File: config.mk
export PLATFORM = sky130hd
export DESIGN_NAME = com_stream_bridge_flat
export DESIGN_NICKNAME = d
export VERILOG_FILES = /design/src/rtl/com_stream_bridge_if.sv /design/src/rtl/com_stream_bridge.sv /design/src/flat_wrapper.sv
export SDC_FILE = /design/constraint.sdc
export NUM_CORES = 1
export LEC_CHECK = 0
export ABC_AREA = 0
export ABC_CLOCK_PERIOD_IN_PS = 10500
export CAP_MARGIN = 15
export CORE_UTILIZATION = 59
export CTS_CLUSTER_SIZE = 40
export DETAILED_ROUTE_END_ITERATION = 6
export GPL_TIMING_DRIVEN = 0
export HOLD_SLACK_MARGIN = 0.03
export PLACE_DENSITY = 0.78
export SLEW_MARGIN = 30
export SYNTH_ARGS = -nofsm -noshare
export SYNTH_HDL_FRONTEND = slang
export SYNTH_SLANG_ARGS = --single-unit
File: constraint.sdc
create_clock -name clk -period 10.5 [get_ports clk]
set_clock_uncertainty 0.2 [all_clocks]
set_input_delay 2.1 -clock clk [delete_from_list [all_inputs] [get_ports clk]]
set_output_delay 2.1 -clock clk [all_outputs]
set_load 0.02 [all_outputs]
File: src/rtl/com_stream_bridge_if.sv
// Bundle of the CPU-side capture inputs and the receiver-side serial outputs of com_stream_bridge.
// The master drives MemtoReg/COM/ReadData; the slave (the bridge) drives the chunk stream and status.
interface com_stream_bridge_if #(
    parameter int DATA_W = 32,
    parameter int OUT_W  = 8,
    parameter int DEPTH  = 8
);
    logic                     MemtoReg;
    logic                     COM;
    logic [DATA_W-1:0]        ReadData;
    logic                     clk_out;
    logic [OUT_W-1:0]         ReadDataOut;
    logic [$clog2(DEPTH):0]   level;
    logic                     busy;
    logic                     overflow;

    modport master (
        output MemtoReg, COM, ReadData,
        input  clk_out, ReadDataOut, level, busy, overflow
    );

    modport slave (
        input  MemtoReg, COM, ReadData,
        output clk_out, ReadDataOut, level, busy, overflow
    );
endinterface

File: src/rtl/com_stream_bridge.sv
// Captures CPU load words flagged by COM into a FIFO and serialises each word as OUT_W-bit
// chunks, every chunk held for one full clk_out period (DIV cycles low, then DIV cycles high).
module com_stream_bridge #(
    parameter int DATA_W    = 32,
    parameter int OUT_W     = 8,
    parameter int DEPTH     = 8,
    parameter int DIV       = 2,
    parameter bit MSB_FIRST = 1'b0
) (
    input  logic              clk,
    input  logic              reset,
    com_stream_bridge_if.slave bus
);
    localparam int NCH   = DATA_W / OUT_W;
    localparam int AW    = $clog2(DEPTH);
    localparam int LW    = AW + 1;
    localparam int CNT_W = (DIV > 1) ? $clog2(DIV) : 1;
    localparam int IDX_W = (NCH > 1) ? $clog2(NCH) : 1;
    localparam logic [CNT_W-1:0] CNT_MAX  = CNT_W'(DIV - 1);
    localparam logic [IDX_W-1:0] IDX_LAST = IDX_W'(NCH - 1);
    localparam logic [LW-1:0]    LVL_FULL = LW'(DEPTH);

    typedef enum logic [1:0] {IDLE, LOW, HIGH} state_t;

    state_t              state_q, state_d;
    logic [CNT_W-1:0]    cnt_q, cnt_d;
    logic [IDX_W-1:0]    idx_q, idx_d;
    logic                clk_out_q, clk_out_d;
    logic [DATA_W-1:0]   sreg_q, sreg_d;
    logic [AW-1:0]       wr_ptr_q, wr_ptr_d;
    logic [AW-1:0]       rd_ptr_q, rd_ptr_d;
    logic [LW-1:0]       level_q, level_d;
    logic                overflow_q, overflow_d;
    logic [DATA_W-1:0]   mem_q [DEPTH];
    logic                pop, push_req, push_ok;

    // The chunk on the wire always sits at the end of the shift register that leaves first.
    function automatic logic [OUT_W-1:0] out_chunk(input logic [DATA_W-1:0] s);
        return MSB_FIRST ? s[DATA_W-1 -: OUT_W] : s[OUT_W-1:0];
    endfunction

    function automatic logic [DATA_W-1:0] next_chunk(input logic [DATA_W-1:0] s);
        return MSB_FIRST ? (s << OUT_W) : (s >> OUT_W);
    endfunction

    always_comb begin
        state_d   = state_q;
        cnt_d     = cnt_q;
        idx_d     = idx_q;
        clk_out_d = clk_out_q;
        sreg_d    = sreg_q;
        pop       = 1'b0;
        case (state_q)
            IDLE: begin
                if (level_q != '0) begin
                    pop       = 1'b1;
                    sreg_d    = mem_q[rd_ptr_q];
                    idx_d     = '0;
                    cnt_d     = '0;
                    clk_out_d = 1'b0;
                    state_d   = LOW;
                end
            end
            LOW: begin
                if (cnt_q == CNT_MAX) begin
                    cnt_d     = '0;
                    clk_out_d = 1'b1;
                    state_d   = HIGH;
                end else begin
                    cnt_d = cnt_q + CNT_W'(1);
                end
            end
            HIGH: begin
                if (cnt_q == CNT_MAX) begin
                    cnt_d     = '0;
                    clk_out_d = 1'b0;
                    state_d   = LOW;
                    if (idx_q != IDX_LAST) begin
                        idx_d  = idx_q + IDX_W'(1);
                        sreg_d = next_chunk(sreg_q);
                    end else if (level_q != '0) begin
                        // Chain straight into the next queued word without an idle cycle.
                        pop    = 1'b1;
                        sreg_d = mem_q[rd_ptr_q];
                        idx_d  = '0;
                    end else begin
                        state_d = IDLE;
                    end
                end else begin
                    cnt_d = cnt_q + CNT_W'(1);
                end
            end
            default: state_d = IDLE;
        endcase
    end

    // A full FIFO still accepts a push when the same edge pops a word.
    always_comb begin
        push_req   = bus.COM & bus.MemtoReg;
        push_ok    = push_req && ((level_q != LVL_FULL) || pop);
        overflow_d = overflow_q | (push_req & ~push_ok);
        wr_ptr_d   = push_ok ? wr_ptr_q + AW'(1) : wr_ptr_q;
        rd_ptr_d   = pop ? rd_ptr_q + AW'(1) : rd_ptr_q;
        level_d    = level_q + LW'(push_ok) - LW'(pop);
    end

    always_ff @(posedge clk) begin
        if (reset) begin
            state_q    <= IDLE;
            cnt_q      <= '0;
            idx_q      <= '0;
            clk_out_q  <= 1'b0;
            sreg_q     <= '0;
            wr_ptr_q   <= '0;
            rd_ptr_q   <= '0;
            level_q    <= '0;
            overflow_q <= 1'b0;
        end else begin
            state_q    <= state_d;
            cnt_q      <= cnt_d;
            idx_q      <= idx_d;
            clk_out_q  <= clk_out_d;
            sreg_q     <= sreg_d;
            wr_ptr_q   <= wr_ptr_d;
            rd_ptr_q   <= rd_ptr_d;
            level_q    <= level_d;
            overflow_q <= overflow_d;
        end
    end

    always_ff @(posedge clk) begin
        if (push_ok && !reset) begin
            mem_q[wr_ptr_q] <= bus.ReadData;
        end
    end

    assign bus.clk_out     = clk_out_q;
    assign bus.ReadDataOut = out_chunk(sreg_q);
    assign bus.level       = level_q;
    assign bus.overflow    = overflow_q;
    assign bus.busy        = (state_q != IDLE) || (level_q != '0);
endmodule

File: src/flat_wrapper.sv
// flat-port wrapper written by rule: the top's interface ports become plain ports
module com_stream_bridge_flat 
#(
    parameter int DATA_W    = 32,
    parameter int OUT_W     = 8,
    parameter int DEPTH     = 8,
    parameter int DIV       = 2,
    parameter bit MSB_FIRST = 1'b0
)
  (clk, reset, bus_MemtoReg, bus_COM, bus_ReadData, bus_clk_out, bus_ReadDataOut, bus_level, bus_busy, bus_overflow);
  com_stream_bridge_if #(.DATA_W(DATA_W), .OUT_W(OUT_W), .DEPTH(DEPTH)) bus_i ();
  input  logic clk;
  input  logic reset;
  input wire logic [$bits(bus_i.MemtoReg)-1:0] bus_MemtoReg;
  input wire logic [$bits(bus_i.COM)-1:0] bus_COM;
  input wire logic [$bits(bus_i.ReadData)-1:0] bus_ReadData;
  output wire logic [$bits(bus_i.clk_out)-1:0] bus_clk_out;
  output wire logic [$bits(bus_i.ReadDataOut)-1:0] bus_ReadDataOut;
  output wire logic [$bits(bus_i.level)-1:0] bus_level;
  output wire logic [$bits(bus_i.busy)-1:0] bus_busy;
  output wire logic [$bits(bus_i.overflow)-1:0] bus_overflow;
  assign bus_i.MemtoReg = bus_MemtoReg;
  assign bus_i.COM = bus_COM;
  assign bus_i.ReadData = bus_ReadData;
  assign bus_clk_out = bus_i.clk_out;
  assign bus_ReadDataOut = bus_i.ReadDataOut;
  assign bus_level = bus_i.level;
  assign bus_busy = bus_i.busy;
  assign bus_overflow = bus_i.overflow;
  com_stream_bridge #(.DATA_W(DATA_W), .OUT_W(OUT_W), .DEPTH(DEPTH), .DIV(DIV), .MSB_FIRST(MSB_FIRST)) u_core (.clk(clk), .reset(reset), .bus(bus_i));
endmodule
==> reports/qor.csv <==
metric,value,unit
area grow syn2layout,18.61,%
all-layer global routing usage,0.2425,
final worst-path cycle share,0.4313,
antenna cells,0,
"commonest non-fill, non-tap cells in the layout","edfxtp_1, mux4_2, dfxtp_1, clkdlybuf4s50_1, nor2_1",
final hold vios,0,
synth unique cells,49,
Max-Cap Viols,0,
Worst EP arrival,4.56,ns
I/O Pins,51,
area occupied by multi-input gates,0.003183,mm2
syn nets,694,
Cells after Synth,644,
Worst-Margin Slew,0.8021,ns
Final ANT Viol Nets,0,
grt total ovfl,0,
flop2flop setup slack,6.83,ns
vias,6407,
initial antenna violation count,0,
Pins Over Slew Limit,0,
"top cells by area, synth","edfxtp_1, mux4_2, dfxtp_1",
critical path class,input pin to register,
P per Cell Area,241.4,mW/mm2
largest net degree at the start of global routing,16,
fmax,220.8,MHz
global-route wire length before repair,38440,um
fillers,1204,
"Async S/R FF share, synth",0,
vias in the first global route,6626,
Buffers on Ports,50,
HP Start,u_core.bus.overflow,
CORE AREA,0.02030,mm2
worst IR drop on VDD,166.6,uV
Synth Register Bits,308,
CP startpoint kind,input pin,
"Avg Cell Area, Syn",19.03,um2
Synth Cell Area,0.01225,mm2
Initial Util,0.6036,
area fraction of the dominant cell type after synthesis,0.6274,
"area leader, netlist",edfxtp_1,
die width,146.1,um
clk slew on worst S/H paths,0.06,ns
vias per inst,6.108,
Leak,4.791,nW
layout cell share with drive strength beyond 1,0.2683,
"Power, Total",0.003509,W
Hold Path End,u_core.bus.overflow,
CTS tree,done,
Die ar.,0.02135,mm2
Post-Route WL,24880,um
"Max FO, Critical Path",6,
Max clock buf depth,3,
reg-to-reg startpoint,u_core.state_q[0],
status,completed,
"commonest non-fill, non-tap cell in the layout",edfxtp_1,
DRC violation count after routing,0,
worst hold stages,2,
H-tree Lvls,1,
register area share after synthesis,0.7123,
nets,805,
worst r2r dst,u_core.mem_q[1][19],
Post-CTS Setup Bufs,0,
final setup fails,0,
fin crit period,4.528,ns
drt wl/cell,23.71,um
CTS sink cnt,308,
dpl hpwl,17100,um
clk_lat worst skew,0.54,ns
drt first pass iters,4,
post-CTS resize count,0,
r2r worst-path depth,10,
Post-CTS Hold Buffers,0,
Slew HR,0.4653,
GP Congestion,0.8232,
yosys warns,0,
Reg area,0.008728,mm2
endpoint type of the worst setup path,register,
CTS buffer count,30,
setup TNS,0,ns
Row Count,52,
"Top FF cell, synth",edfxtp_1,
Worst EP required,10.54,ns
Die H,146.1,um
unrepaired setup endpoints after global routing,no,
Root Buffer,clkbuf_16,
Post-synth EDFFs,256,
DR iter-0 viols,554,
HP Class,register to register,
flip-flops by register name (all words and copies together) (netlist names), named ones only:
name / count
u_core.bus.clk_out: 1
u_core.bus.level: 4
u_core.bus.overflow: 1
u_core.cnt_q: 1
u_core.idx_q: 2
u_core.mem_q: 256
u_core.rd_ptr_q: 3
u_core.sreg_q: 32
u_core.state_q: 2
u_core.wr_ptr_q: 3
synthesized netlist by cell type (all sizes together) (3+ instances only):
cell	n
xnor2	3
a2111oi	24
edfxtp	256
mux4	64
nor2	51
nand3	4
inv	12
a21oi	14
buf	40
nand2b	3
o21ai	5
dfxtp	52
nor3	26
nand2	8
a211oi	8
ha	13
clkbuf	4
mux2i	32
logic make-up after synthesis:
group,Yosys count,synth area share
buffers and inverters,56,0.03237
adders and majority gates,14,0.01491
AOI/OAI and AO/OA,59,0.04789
xor gates and xnor gates,4,0.002860
muxes,96,0.1459
and+or+nand+nor,107,0.04371
DFF,308,0.7123
final cells by class:
cell class              instances  area share
clock inverters                16     0.01188
repair buffers                 79     0.05975
plain buffers                  44     0.02419
multi-input cells             280      0.2190
flip-flops and latches        308      0.6006
clock buffers                  40     0.05820
inverters                      12    0.003099
well taps                     270     0.02325
routing by layer:
layer,part of all wire,track usage,up-vias
li1,-,-,2833
met1,0.42,0.3378,3296
met2,0.49,0.3947,219
met3,0.050,0.03375,59
met4,0.038,0.09375,0
met5,0,0,-
through the flow:
step	utilization	area, um2	cells	hold WS [ns]	setup slack [ns]
finish	0.7159	14530	1049	0.2688	5.972
floorplan	-	12250	644	0.2516	4.206
global placement	0.6449	13090	964	0.2364	0.3907
CTS	0.7159	14530	1049	0.2738	5.965
global route	0.7159	14530	1049	0.2889	5.898
detailed placement	0.6657	13510	993	0.2635	5.424
report_power, final:
group	switching [W]	internal [W]	total, W	leakage (nW)
clock	0.000429	0.000661	0.00109	0.506
sequential	0.0000495	0.00140	0.00145	2.74
combinational	0.000505	0.000463	0.000968	1.55
how the worst max path moves through the flow:
stage / from / end / slack, ns / cells past startpoint
after CTS: reset / u_core.mem_q[1][15] / 5.97 / 7
after global routing: bus_COM / u_core.mem_q[1][15] / 5.90 / 7
after detailed placement: reset / u_core.mem_q[1][20] / 5.42 / 7
final: bus_COM / u_core.mem_q[1][19] / 5.97 / 7
after global placement: reset / u_core.mem_q[1][25] / 0.39 / 4
after floorplan: reset / u_core.mem_q[1][0] / 4.21 / 3
worst max-delay path, stage by stage:
cell	delay, ns
clkdlybuf4s50_1	0.48
and2_1	0.25
nand3_1	0.32
nor4_2	0.69
buf_2	0.29
buf_2	0.20
buf_2	0.23
Power figures use the tool's default switching activity.
